<file path="config.mk">
export PLATFORM = sky130hd
export DESIGN_NAME = sonar_varredura_ctrl
export DESIGN_NICKNAME = d
export VERILOG_FILES = /design/src/rtl/sonar_pkg.sv /design/src/rtl/contador_m.sv /design/src/rtl/sonar_varredura_ctrl.sv
export SDC_FILE = /design/constraint.sdc
export NUM_CORES = 1
export LEC_CHECK = 0
export CORE_ASPECT_RATIO = 1.1
export CORE_UTILIZATION = 51
export DETAILED_ROUTE_END_ITERATION = 10
export GPL_TIMING_DRIVEN = 0
export PLACE_DENSITY = 0.8
export SLEW_MARGIN = 20
export SYNTH_ARGS = -nofsm -noshare
export SYNTH_HDL_FRONTEND = slang
export SYNTH_SLANG_ARGS = --single-unit
</file>
<file path="constraint.sdc">
create_clock -name clock -period 2 [get_ports clock]
set_input_delay 0.5 -clock clock [delete_from_list [all_inputs] [get_ports clock]]
set_output_delay 0.5 -clock clock [all_outputs]
set_load 0.01 [all_outputs]
</file>
<file path="src/rtl/sonar_pkg.sv">
// Shared definitions for the sonar sweep controller: state encoding and distance defaults.
package sonar_pkg;

    typedef enum logic [3:0] {
        INICIAL    = 4'h0,
        PREPARA    = 4'h1,
        ASSENTA    = 4'h2,
        MEDE       = 4'h3,
        AGUARDA    = 4'h4,
        ACUMULA    = 4'h5,
        TRANSMITE  = 4'h6,
        AGUARDA_TX = 4'h7,
        PROXIMA    = 4'h8,
        FIM        = 4'hF
    } estado_t;

    localparam int DIST_W_PADRAO = 12;
    localparam logic [DIST_W_PADRAO-1:0] DIST_MAX = '1;

endpackage

</file>
<file path="src/rtl/contador_m.sv">
// Modulo-M counter: synchronous clear, count enable, and a flag on the last count value.
module contador_m #(
    parameter int M = 4
) (
    input  logic clock,
    input  logic reset,
    input  logic zera,
    input  logic conta,
    output logic fim
);

    localparam int W = (M > 1) ? $clog2(M) : 1;
    localparam logic [W-1:0] ULTIMO = W'(M - 1);

    logic [W-1:0] q;

    // Wraps to zero after the last value so the next phase starts clean even without a clear.
    always_ff @(posedge clock) begin
        if (reset || zera) begin
            q <= '0;
        end else if (conta) begin
            q <= fim ? '0 : q + W'(1);
        end
    end

    assign fim = (q == ULTIMO);

endmodule

</file>
<file path="src/rtl/sonar_varredura_ctrl.sv">
// Sonar sweep controller: steps the servo, keeps the minimum of several samples per
// position, hands it to the serial transmitter, and handles timeouts and stop requests.
module sonar_varredura_ctrl
    import sonar_pkg::*;
#(
    parameter int N_POSICOES = 8,
    parameter int N_AMOSTRAS = 4,
    parameter int DIST_W     = DIST_W_PADRAO,
    parameter int T_ASSENTO  = 25_000_000,
    parameter int T_TIMEOUT  = 1_500_000
) (
    input  logic                          clock,
    input  logic                          reset,
    input  logic                          ligar,
    input  logic                          modo_continuo,
    input  logic                          fim_medida,
    input  logic [DIST_W-1:0]             medida,
    input  logic                          fim_transmissao,
    output logic                          medir,
    output logic                          transmitir,
    output logic [$clog2(N_POSICOES)-1:0] posicao,
    output logic [DIST_W-1:0]             distancia_min,
    output logic                          timeout,
    output logic                          fim_posicao,
    output logic                          fim_varredura,
    output logic                          ativo,
    output logic [3:0]                    db_estado
);

    localparam int POS_W = $clog2(N_POSICOES);
    localparam logic [POS_W-1:0] POS_ULTIMA    = POS_W'(N_POSICOES - 1);
    localparam logic [POS_W-1:0] POS_PENULTIMA = POS_W'(N_POSICOES - 2);
    localparam logic [DIST_W-1:0] DIST_TOPO    = '1;

    estado_t           estado;
    estado_t           estado_prox;
    logic              sobe;
    logic              stop_pend;
    logic [DIST_W-1:0] amostra;
    logic              fim_assento;
    logic              fim_timer;
    logic              fim_amostras;
    logic              encerra;

    assign encerra = stop_pend || (!modo_continuo && (posicao == POS_ULTIMA));

    contador_m #(.M(T_ASSENTO)) u_assento (
        .clock (clock),
        .reset (reset),
        .zera  (estado == PREPARA),
        .conta (estado == ASSENTA),
        .fim   (fim_assento)
    );

    contador_m #(.M(T_TIMEOUT)) u_timer (
        .clock (clock),
        .reset (reset),
        .zera  (estado == MEDE),
        .conta (estado == AGUARDA),
        .fim   (fim_timer)
    );

    contador_m #(.M(N_AMOSTRAS)) u_amostras (
        .clock (clock),
        .reset (reset),
        .zera  (estado == PREPARA),
        .conta (estado == ACUMULA),
        .fim   (fim_amostras)
    );

    always_ff @(posedge clock) begin
        if (reset) begin
            estado <= INICIAL;
        end else begin
            estado <= estado_prox;
        end
    end

    always_comb begin
        estado_prox = estado;
        case (estado)
            INICIAL:    if (ligar) estado_prox = PREPARA;
            PREPARA:    estado_prox = ASSENTA;
            ASSENTA:    if (fim_assento) estado_prox = MEDE;
            MEDE:       estado_prox = AGUARDA;
            AGUARDA:    if (fim_medida || fim_timer) estado_prox = ACUMULA;
            ACUMULA:    estado_prox = fim_amostras ? TRANSMITE : MEDE;
            TRANSMITE:  estado_prox = AGUARDA_TX;
            AGUARDA_TX: if (fim_transmissao) estado_prox = PROXIMA;
            PROXIMA:    estado_prox = encerra ? FIM : PREPARA;
            FIM:        estado_prox = INICIAL;
            default:    estado_prox = INICIAL;
        endcase
    end

    // Datapath: a real measurement in the timeout cycle wins over the timeout sample.
    always_ff @(posedge clock) begin
        if (reset) begin
            posicao       <= '0;
            sobe          <= 1'b1;
            distancia_min <= DIST_TOPO;
            timeout       <= 1'b0;
            amostra       <= DIST_TOPO;
            stop_pend     <= 1'b0;
        end else begin
            if (ligar && (estado != INICIAL) && (estado != FIM)) begin
                stop_pend <= 1'b1;
            end
            case (estado)
                PREPARA: begin
                    distancia_min <= DIST_TOPO;
                    timeout       <= 1'b0;
                end
                AGUARDA: begin
                    if (fim_medida) begin
                        amostra <= medida;
                    end else if (fim_timer) begin
                        amostra <= DIST_TOPO;
                        timeout <= 1'b1;
                    end
                end
                ACUMULA: begin
                    if (amostra < distancia_min) begin
                        distancia_min <= amostra;
                    end
                end
                PROXIMA: begin
                    if (!encerra) begin
                        if (sobe) begin
                            if (posicao == POS_ULTIMA) begin
                                sobe    <= 1'b0;
                                posicao <= POS_PENULTIMA;
                            end else begin
                                posicao <= posicao + POS_W'(1);
                            end
                        end else begin
                            if (posicao == '0) begin
                                sobe    <= 1'b1;
                                posicao <= POS_W'(1);
                            end else begin
                                posicao <= posicao - POS_W'(1);
                            end
                        end
                    end
                end
                FIM: begin
                    posicao   <= '0;
                    sobe      <= 1'b1;
                    stop_pend <= 1'b0;
                end
                default: ;
            endcase
        end
    end

    always_comb begin
        medir         = (estado == MEDE);
        transmitir    = (estado == TRANSMITE);
        fim_posicao   = (estado == PROXIMA);
        fim_varredura = (estado == FIM);
        ativo         = (estado != INICIAL);
        db_estado     = estado;
    end

endmodule

</file>
==> impl_metrics.prom, run 1 <==
# TYPE chip_impl_metric gauge
chip_impl_info{name="outcome",value="complete, but fails checks"} 1
chip_impl_info{name="violated_checks",value="negative setup slack"} 1
chip_impl_metric{name="dieWidth",unit="um"} 88.6
chip_impl_info{name="most-common-layout-cells",value="nor2_1, dfxtp_1, nand2_1, clkdlybuf4s50_1, xor2_1"} 1
chip_impl_metric{name="grtUsageTotal",unit="%"} 25.9
chip_impl_info{name="unrepaired_setup_endpoints_after_global_routing",value="yes"} 1
chip_impl_metric{name="report.final.setup_viol",unit=""} 25
chip_impl_metric{name="finish.net_count",unit=""} 626
chip_impl_info{name="critical_path_class",value="reg2reg"} 1
chip_impl_metric{name="dpl.cell_count",unit=""} 656
chip_impl_metric{name="num_io_pins",unit=""} 43
chip_impl_metric{name="overflow",unit=""} 0
chip_impl_metric{name="min_period",unit="ps"} 2100
chip_impl_metric{name="netlist_area",unit="mm^2"} 0.00421
chip_impl_metric{name="synth_warn",unit=""} 0
chip_impl_metric{name="first_global_vias",unit=""} 3946
chip_impl_metric{name="antenna_violations_before_repair",unit=""} 0
chip_impl_info{name="tritoncts_clock_tree",value="yes"} 1
chip_impl_metric{name="drt-initial-drc-count",unit=""} 216
chip_impl_metric{name="max_slew_violation_total_from_the_final_report",unit=""} 0
chip_impl_info{name="worstHoldPathType",value="reg2reg"} 1
chip_impl_info{name="layout.cells.most_common",value="nor2_1"} 1
chip_impl_metric{name="final_design_area_no_fill",unit="mm^2"} 0.00561
chip_impl_info{name="worst_setup_end_kind",value="flip-flop"} 1
chip_impl_metric{name="hold_viol",unit=""} 0
chip_impl_info{name="clk_root_buffer_cell",value="clkbuf_8"} 1
chip_impl_metric{name="max-vdd-ir-drop",unit="V"} 0.000369
chip_impl_metric{name="rows",unit=""} 34
chip_impl_metric{name="critical_path_arrival",unit="ps"} 2350
chip_impl_metric{name="design.core.area",unit="mm^2"} 0.00796
chip_impl_metric{name="place.gp.congestion",unit=""} 0.856
chip_impl_metric{name="power.density",unit="mW/mm^2"} 672
chip_impl_metric{name="ant_nets",unit=""} 0
chip_impl_metric{name="worstSkewPairLatency",unit="ps"} 370
chip_impl_metric{name="fp.dieH",unit="um"} 97.3
chip_impl_metric{name="vias_after_detailed_routing",unit=""} 4116
chip_impl_metric{name="cellLeakagePower",unit="nW"} 2.27
chip_impl_metric{name="detail_route.drc_violations",unit=""} 0
chip_impl_metric{name="max_h_tree_level",unit=""} 3
chip_impl_metric{name="wl",unit="um"} 11700
chip_impl_metric{name="start_util",unit="%"} 52.9
chip_impl_metric{name="numClockSinks",unit=""} 82
chip_impl_info{name="startpoint_type_of_the_worst_setup_path",value="flip-flop"} 1
chip_impl_metric{name="ant_diodes",unit=""} 0
chip_impl_metric{name="dp_hpwl",unit="um"} 6880
chip_impl_metric{name="timing.critical_path.fanout_max",unit=""} 6
chip_impl_metric{name="cell_count_final_fillers_out",unit=""} 704
chip_impl_metric{name="synth_cell_type_count",unit=""} 54
chip_impl_metric{name="route.detailed.vias_per_inst",unit=""} 5.85
chip_impl_metric{name="cts_inserted_buffers",unit=""} 9
chip_impl_metric{name="syn-num-nets",unit=""} 542
chip_impl_metric{name="drt-wirelength-per-cell",unit="um"} 16.6
chip_impl_metric{name="number_of_i_o_port_buffers",unit=""} 41
chip_impl_metric{name="max_slew_margin",unit="%"} 50.2
chip_impl_metric{name="critPathBufInv",unit=""} 2
chip_impl_metric{name="clock_skew",unit="ps"} 8.48
chip_impl_info{name="ys_dominant_reg_cell",value="dfxtp_1"} 1
chip_impl_info{name="slowest_stage",value="or4_4"} 1
chip_impl_metric{name="max_cap_viol_count",unit=""} 0
chip_impl_metric{name="largest_net_degree_at_the_start_of_global_routing",unit=""} 14
chip_impl_metric{name="synth_seq_cells",unit=""} 82
chip_impl_metric{name="totalNegativeSetupSlack",unit="ps"} -1390
chip_impl_metric{name="cts_buffer_depth",unit=""} 2
chip_impl_info{name="crit_family",value="simple AND/OR/NAND/NOR gates"} 1
chip_impl_metric{name="syn_avg_cell_area",unit="um^2"} 8.30
chip_impl_metric{name="syn_inst",unit=""} 507
chip_impl_metric{name="drive_gt1_share",unit="%"} 22.8
chip_impl_metric{name="fmaxAchievable",unit="MHz"} 477
chip_impl_metric{name="synth_enable_flop_cells",unit=""} 0
chip_impl_metric{name="critical_path_required",unit="ps"} 2250
chip_impl_metric{name="dp_worst_setup_slack",unit="ps"} -362
chip_impl_metric{name="critical-path-max-stage-delay",unit="ps"} 480
chip_impl_metric{name="clkSlewWorstSetupHoldPaths",unit="ps"} 80
chip_impl_metric{name="register_area_share_after_synthesis",unit="%"} 39.0
chip_impl_metric{name="die-area",unit="mm^2"} 0.00862
chip_impl_metric{name="timing.final.crit_share",unit="%"} 105
chip_impl_metric{name="post_dp_cell_area",unit="mm^2"} 0.00478
chip_impl_metric{name="post_cts_hold_buffer_count",unit=""} 0
chip_impl_metric{name="async_reset_ff_share",unit="%"} 0
chip_impl_info{name="cpMostUsedCell",value="nor2_4"} 1
chip_impl_metric{name="grt_first_pass_wirelength",unit="um"} 17700
chip_impl_metric{name="first_pass_detailed_route_iteration_total",unit=""} 5
chip_impl_metric{name="setup_slack",unit="ps"} -96.0
chip_impl_metric{name="worst_pin_slew",unit="ps"} 736
chip_impl_metric{name="areaGrowthSynthToFinish",unit="%"} 33.3
chip_impl_info{name="crit_chain",value="ha_4 -> or3b_1 -> or4_4 -> nor2_4 -> a21o_1 -> buf_6 -> buf_8 -> nor2_4"} 1
power breakdown:
group          leakage [nW]  switching [W]  internal (W)  total, W
clock                0.0893       0.000626      0.000574   0.00120
combinational          1.52       0.000414      0.000436  0.000850
sequential            0.668      0.0000537       0.00167   0.00172
repair_timing:
action,CTS,global route
setup buffers,18,14
gates cloned,2,1
setup endpoints to repair,70,72
pin swaps,10,28
resized for setup,67,63
cell type report:
class                      count  area (um^2)
multi-input combinational    379         2680
tap                          108          135
fill                         573         2340
sequential                    82         1670
clock inverter                 5         55.1
buffer                        21          174
inverter                      22         82.6
clock buffer                  11          131
timing repair buffer          76          686
through the flow:
step / util [%] / power (W) / hold WS [ps]
after floorplan: - / 0.00209 / 453
after global placement: 60.1 / 0.00227 / 468
after detailed placement: 60.1 / 0.00228 / 476
after CTS: 67.0 / 0.00364 / 499
after global routing: 70.5 / 0.00390 / 535
final: 70.5 / 0.00377 / 495
registers in the layout, indices dropped and copies added, names as in the netlist:
name,flops
stop_pend,1
distancia_min,12
db_estado,4
timeout,1
u_timer.q,21
posicao,3
amostra,12
u_assento.q,25
sobe,1
u_amostras.q,2
synthesized netlist by cell type, types with 13 or more instances:
library cell / count / area [um^2]
a21oi_1: 29 / 145
clkbuf_1: 15 / 56.3
dfxtp_1: 82 / 1640
ha_1: 17 / 213
inv_1: 22 / 82.6
mux2i_1: 13 / 130
nand2_1: 38 / 143
nand3_1: 20 / 100
nand4_1: 21 / 131
nor2_1: 94 / 353
o21bai_1: 13 / 97.6
xor2_1: 31 / 272
path summary, 6_finish.rpt:
check	slack [ps]	endpoint	from	cells past startpoint
worst min register to register	500	u_assento.q[1]	u_assento.q[1]	2
worst max-delay path	-100	u_timer.q[15]	u_timer.q[1]	8
worst min-delay path	500	u_assento.q[1]	u_assento.q[1]	2
worst max register to register	-100	u_timer.q[15]	u_timer.q[1]	8
worst reg2reg max path, delay by kind of cell (launching register included):
family	cells	cell delay, ps
AND/OR/NAND/NOR	4	1020
buffers and inverters	2	310
AO/OA/AOI/OAI	1	150
flip-flops	1	370
adder cells (fa/ha/maj)	1	150
layer usage:
metal | vias to the layer above | share of wire [%] | track usage [%] | wire, um
met5 | - | 0 | 0 | 0
met4 | 0 | 3.0 | 10.9 | 349
li1 | 1937 | - | - | -
met3 | 40 | 6.3 | 4.67 | 736
met1 | 1957 | 39 | 31.0 | 4560
met2 | 182 | 52 | 44.4 | 6040
logic make-up after synthesis:
group	after synthesis	share of synthesized area, %
simple gates	232	27.9
flops	82	39.0
compound gates	80	12.6
buf+inv	46	4.61
xor+xnor	36	7.49
fa+ha+maj	17	5.05
mux	14	3.36
(Power assumes the default switching activity.)
==> run 2, diff against run 1 <==
--- a/constraint.sdc
+++ b/constraint.sdc
@@ -3,2 +3,2 @@
 set_output_delay 0.5 -clock clock [all_outputs]
-set_load 0.01 [all_outputs]
+set_load 0.02 [all_outputs]
==> impl_metrics.prom, run 2 (synthesized netlist as in run 1, its figures left out) <==
# TYPE chip_impl_metric gauge
chip_impl_metric{name="drt-wirelength-per-cell",unit="um"} 16.0
chip_impl_metric{name="drt-initial-drc-count",unit=""} 188
chip_impl_metric{name="vias_after_detailed_routing",unit=""} 4139
chip_impl_metric{name="routed-wl-met2",unit="um"} 5820
chip_impl_metric{name="route.detailed.vias_per_inst",unit=""} 5.86
chip_impl_metric{name="max_ffs_per_register",unit=""} 25
chip_impl_metric{name="hold_viol",unit=""} 0
chip_impl_metric{name="num_io_pins",unit=""} 43
chip_impl_info{name="unrepaired_setup_endpoints_after_global_routing",value="yes"} 1
chip_impl_metric{name="met3RoutedLength",unit="um"} 667
chip_impl_info{name="top_regs",value="u_assento.q x25, u_timer.q x21"} 1
chip_impl_metric{name="areaGrowthSynthToFinish",unit="%"} 33.0
chip_impl_metric{name="overflow",unit=""} 0
chip_impl_metric{name="cts_inserted_buffers",unit=""} 9
chip_impl_metric{name="die-area",unit="mm^2"} 0.00862
chip_impl_metric{name="max-vdd-ir-drop",unit="V"} 0.000450
chip_impl_metric{name="dp_worst_setup_slack",unit="ps"} -476
chip_impl_metric{name="first_global_vias",unit=""} 3841
chip_impl_metric{name="ant_diodes",unit=""} 0
chip_impl_metric{name="power_share_of_the_sequential_group",unit="%"} 45.7
chip_impl_metric{name="timing.final.crit_share",unit="%"} 103
chip_impl_metric{name="grt_first_pass_wirelength",unit="um"} 17300
chip_impl_metric{name="numClockSinks",unit=""} 82
chip_impl_info{name="critical_path_class",value="reg2out"} 1
chip_impl_metric{name="timing.critical_path.fanout_max",unit=""} 6
chip_impl_metric{name="power.share.combinational",unit="%"} 24.8
chip_impl_metric{name="clkSlewWorstSetupHoldPaths",unit="ps"} 80
chip_impl_metric{name="report.power.total",unit="W"} 0.00373
chip_impl_metric{name="design.core.area",unit="mm^2"} 0.00796
chip_impl_info{name="top_signal_layer_used",value="met4"} 1
chip_impl_metric{name="post-route-util",unit="%"} 70.4
chip_impl_metric{name="start_util",unit="%"} 52.9
chip_impl_metric{name="min_period",unit="ps"} 2060
chip_impl_metric{name="power.density",unit="mW/mm^2"} 666
chip_impl_metric{name="detail_route.drc_violations",unit=""} 0
chip_impl_info{name="worstHoldPathType",value="reg2reg"} 1
chip_impl_metric{name="post_dp_cell_area",unit="mm^2"} 0.00480
chip_impl_info{name="violated_checks",value="negative setup slack"} 1
chip_impl_metric{name="first_pass_detailed_route_iteration_total",unit=""} 5
chip_impl_metric{name="p_int",unit="W"} 0.00261
chip_impl_metric{name="critical_path_arrival",unit="ps"} 1560
chip_impl_info{name="layout.cells.most_common",value="nor2_1"} 1
chip_impl_metric{name="clock_skew",unit="ps"} 9.07
chip_impl_info{name="startpoint_type_of_the_worst_setup_path",value="flip-flop"} 1
chip_impl_metric{name="cts_buffer_depth",unit=""} 2
chip_impl_metric{name="largest_net_degree_at_the_start_of_global_routing",unit=""} 14
chip_impl_metric{name="worst_pin_slew",unit="ps"} 570
chip_impl_metric{name="share_clk_of_total_power",unit="%"} 29.5
chip_impl_metric{name="power.net_switching",unit="W"} 0.00112
chip_impl_info{name="slowest_stage",value="or4_4"} 1
chip_impl_metric{name="critical-path-max-stage-delay",unit="ps"} 550
chip_impl_metric{name="wirelength_met1",unit="um"} 4510
chip_impl_metric{name="max_slew_margin",unit="%"} 62.0
chip_impl_info{name="worst_setup_end_kind",value="primary output"} 1
chip_impl_metric{name="max_slew_violation_total_from_the_final_report",unit=""} 0
chip_impl_metric{name="rows",unit=""} 34
chip_impl_metric{name="post_cts_hold_buffer_count",unit=""} 0
chip_impl_metric{name="dp_hpwl",unit="um"} 6850
chip_impl_metric{name="number_of_i_o_port_buffers",unit=""} 41
chip_impl_metric{name="dieWidth",unit="um"} 88.6
chip_impl_info{name="most-common-layout-cells",value="nor2_1, dfxtp_1, nand2_1, clkdlybuf4s50_1, xor2_1"} 1
chip_impl_metric{name="critical_path_required",unit="ps"} 1500
chip_impl_metric{name="max_h_tree_level",unit=""} 3
chip_impl_info{name="clk_root_buffer_cell",value="clkbuf_8"} 1
chip_impl_metric{name="place.gp.congestion",unit=""} 0.845
chip_impl_metric{name="max_cap_viol_count",unit=""} 0
chip_impl_metric{name="report.final.setup_viol",unit=""} 12
chip_impl_info{name="crit_chain",value="buf_8 -> or4_4 -> buf_6"} 1
chip_impl_metric{name="worstSkewPairLatency",unit="ps"} 360
chip_impl_metric{name="cellLeakagePower",unit="nW"} 2.30
chip_impl_info{name="tritoncts_clock_tree",value="yes"} 1
chip_impl_info{name="max_flop_register",value="u_assento.q"} 1
chip_impl_metric{name="setup_slack",unit="ps"} -57.8
chip_impl_metric{name="wl",unit="um"} 11300
chip_impl_metric{name="drive_gt1_share",unit="%"} 21.7
chip_impl_metric{name="fmaxAchievable",unit="MHz"} 486
chip_impl_metric{name="antenna_violations_before_repair",unit=""} 0
chip_impl_metric{name="grtUsageTotal",unit="%"} 25.4
chip_impl_metric{name="finish.net_count",unit=""} 628
chip_impl_metric{name="power.share.switching",unit="%"} 29.9
chip_impl_info{name="outcome",value="complete, but fails checks"} 1
chip_impl_metric{name="final_design_area_no_fill",unit="mm^2"} 0.00560
chip_impl_metric{name="ant_nets",unit=""} 0
chip_impl_metric{name="fp.dieH",unit="um"} 97.3
[run 2: metrics by stage]
| step | hold WS (ps) | TNS, ps | cells |
|---|---|---|---|
| global placement | 469 | -8100 | 656 |
| detailed placement | 476 | -9710 | 656 |
| floorplan | 453 | -13.5 | 507 |
| finish | 500 | -209 | 706 |
| global route | 545 | -1330 | 706 |
| CTS | 496 | -133 | 692 |
[run 2: critical path: cells and delay by family, from the launching register on]
family / cells / cell delay, ps
buffers and inverters: 2 / 280
flip-flops: 1 / 370
AND/OR/NAND/NOR: 1 / 550
[run 2: path summary, 6_finish.rpt]
path                       start        endpoint  slack, ps  cells after the start
setup / recovery    db_estado[0]           ativo        -60                      3
hold / removal    u_assento.q[1]  u_assento.q[1]        500                      2
setup reg to reg    u_timer.q[0]    u_timer.q[1]        -30                      8
hold reg to reg   u_assento.q[1]  u_assento.q[1]        500                      2
[run 2: layout make-up]
class,instances,area (um^2)
flip-flops and latches,82,1660
repair buffers,77,716
multi-input cells,379,2650
plain buffers,22,183
inverters,22,82.6
clock buffers,11,141
clock inverters,5,30.0
fillers,588,2360
well taps,108,135
[run 2: layer usage]
layer	GRT usage (%)	vias up
met1	30.7	1984
li1	-	1959
met2	42.7	161
met5	0	-
met4	9.43	0
met3	6.54	35
[run 2: power by group through the flow]
stage | sequential (W) | clock (W) | combinational [W]
6_report | 0.00171 | 0.00110 | 0.000925
5_1_grt | 0.00171 | 0.00118 | 0.000976
4_1_cts | 0.00170 | 0.00110 | 0.000755
3_5_place_dp | 0.00174 | 0 | 0.000575
3_3_place_gp | 0.00173 | 0 | 0.000570
2_1_floorplan | 0.00174 | 0 | 0.000380
[run 2: timing repair]
action / in CTS / in global routing
buffers inserted: 20 / 13
gates resized for setup: 63 / 56
pin swaps: 8 / 24
setup endpoints to repair: 63 / 58
gates cloned: 2 / 1
endpoints found under the hold margin: 0 / 0
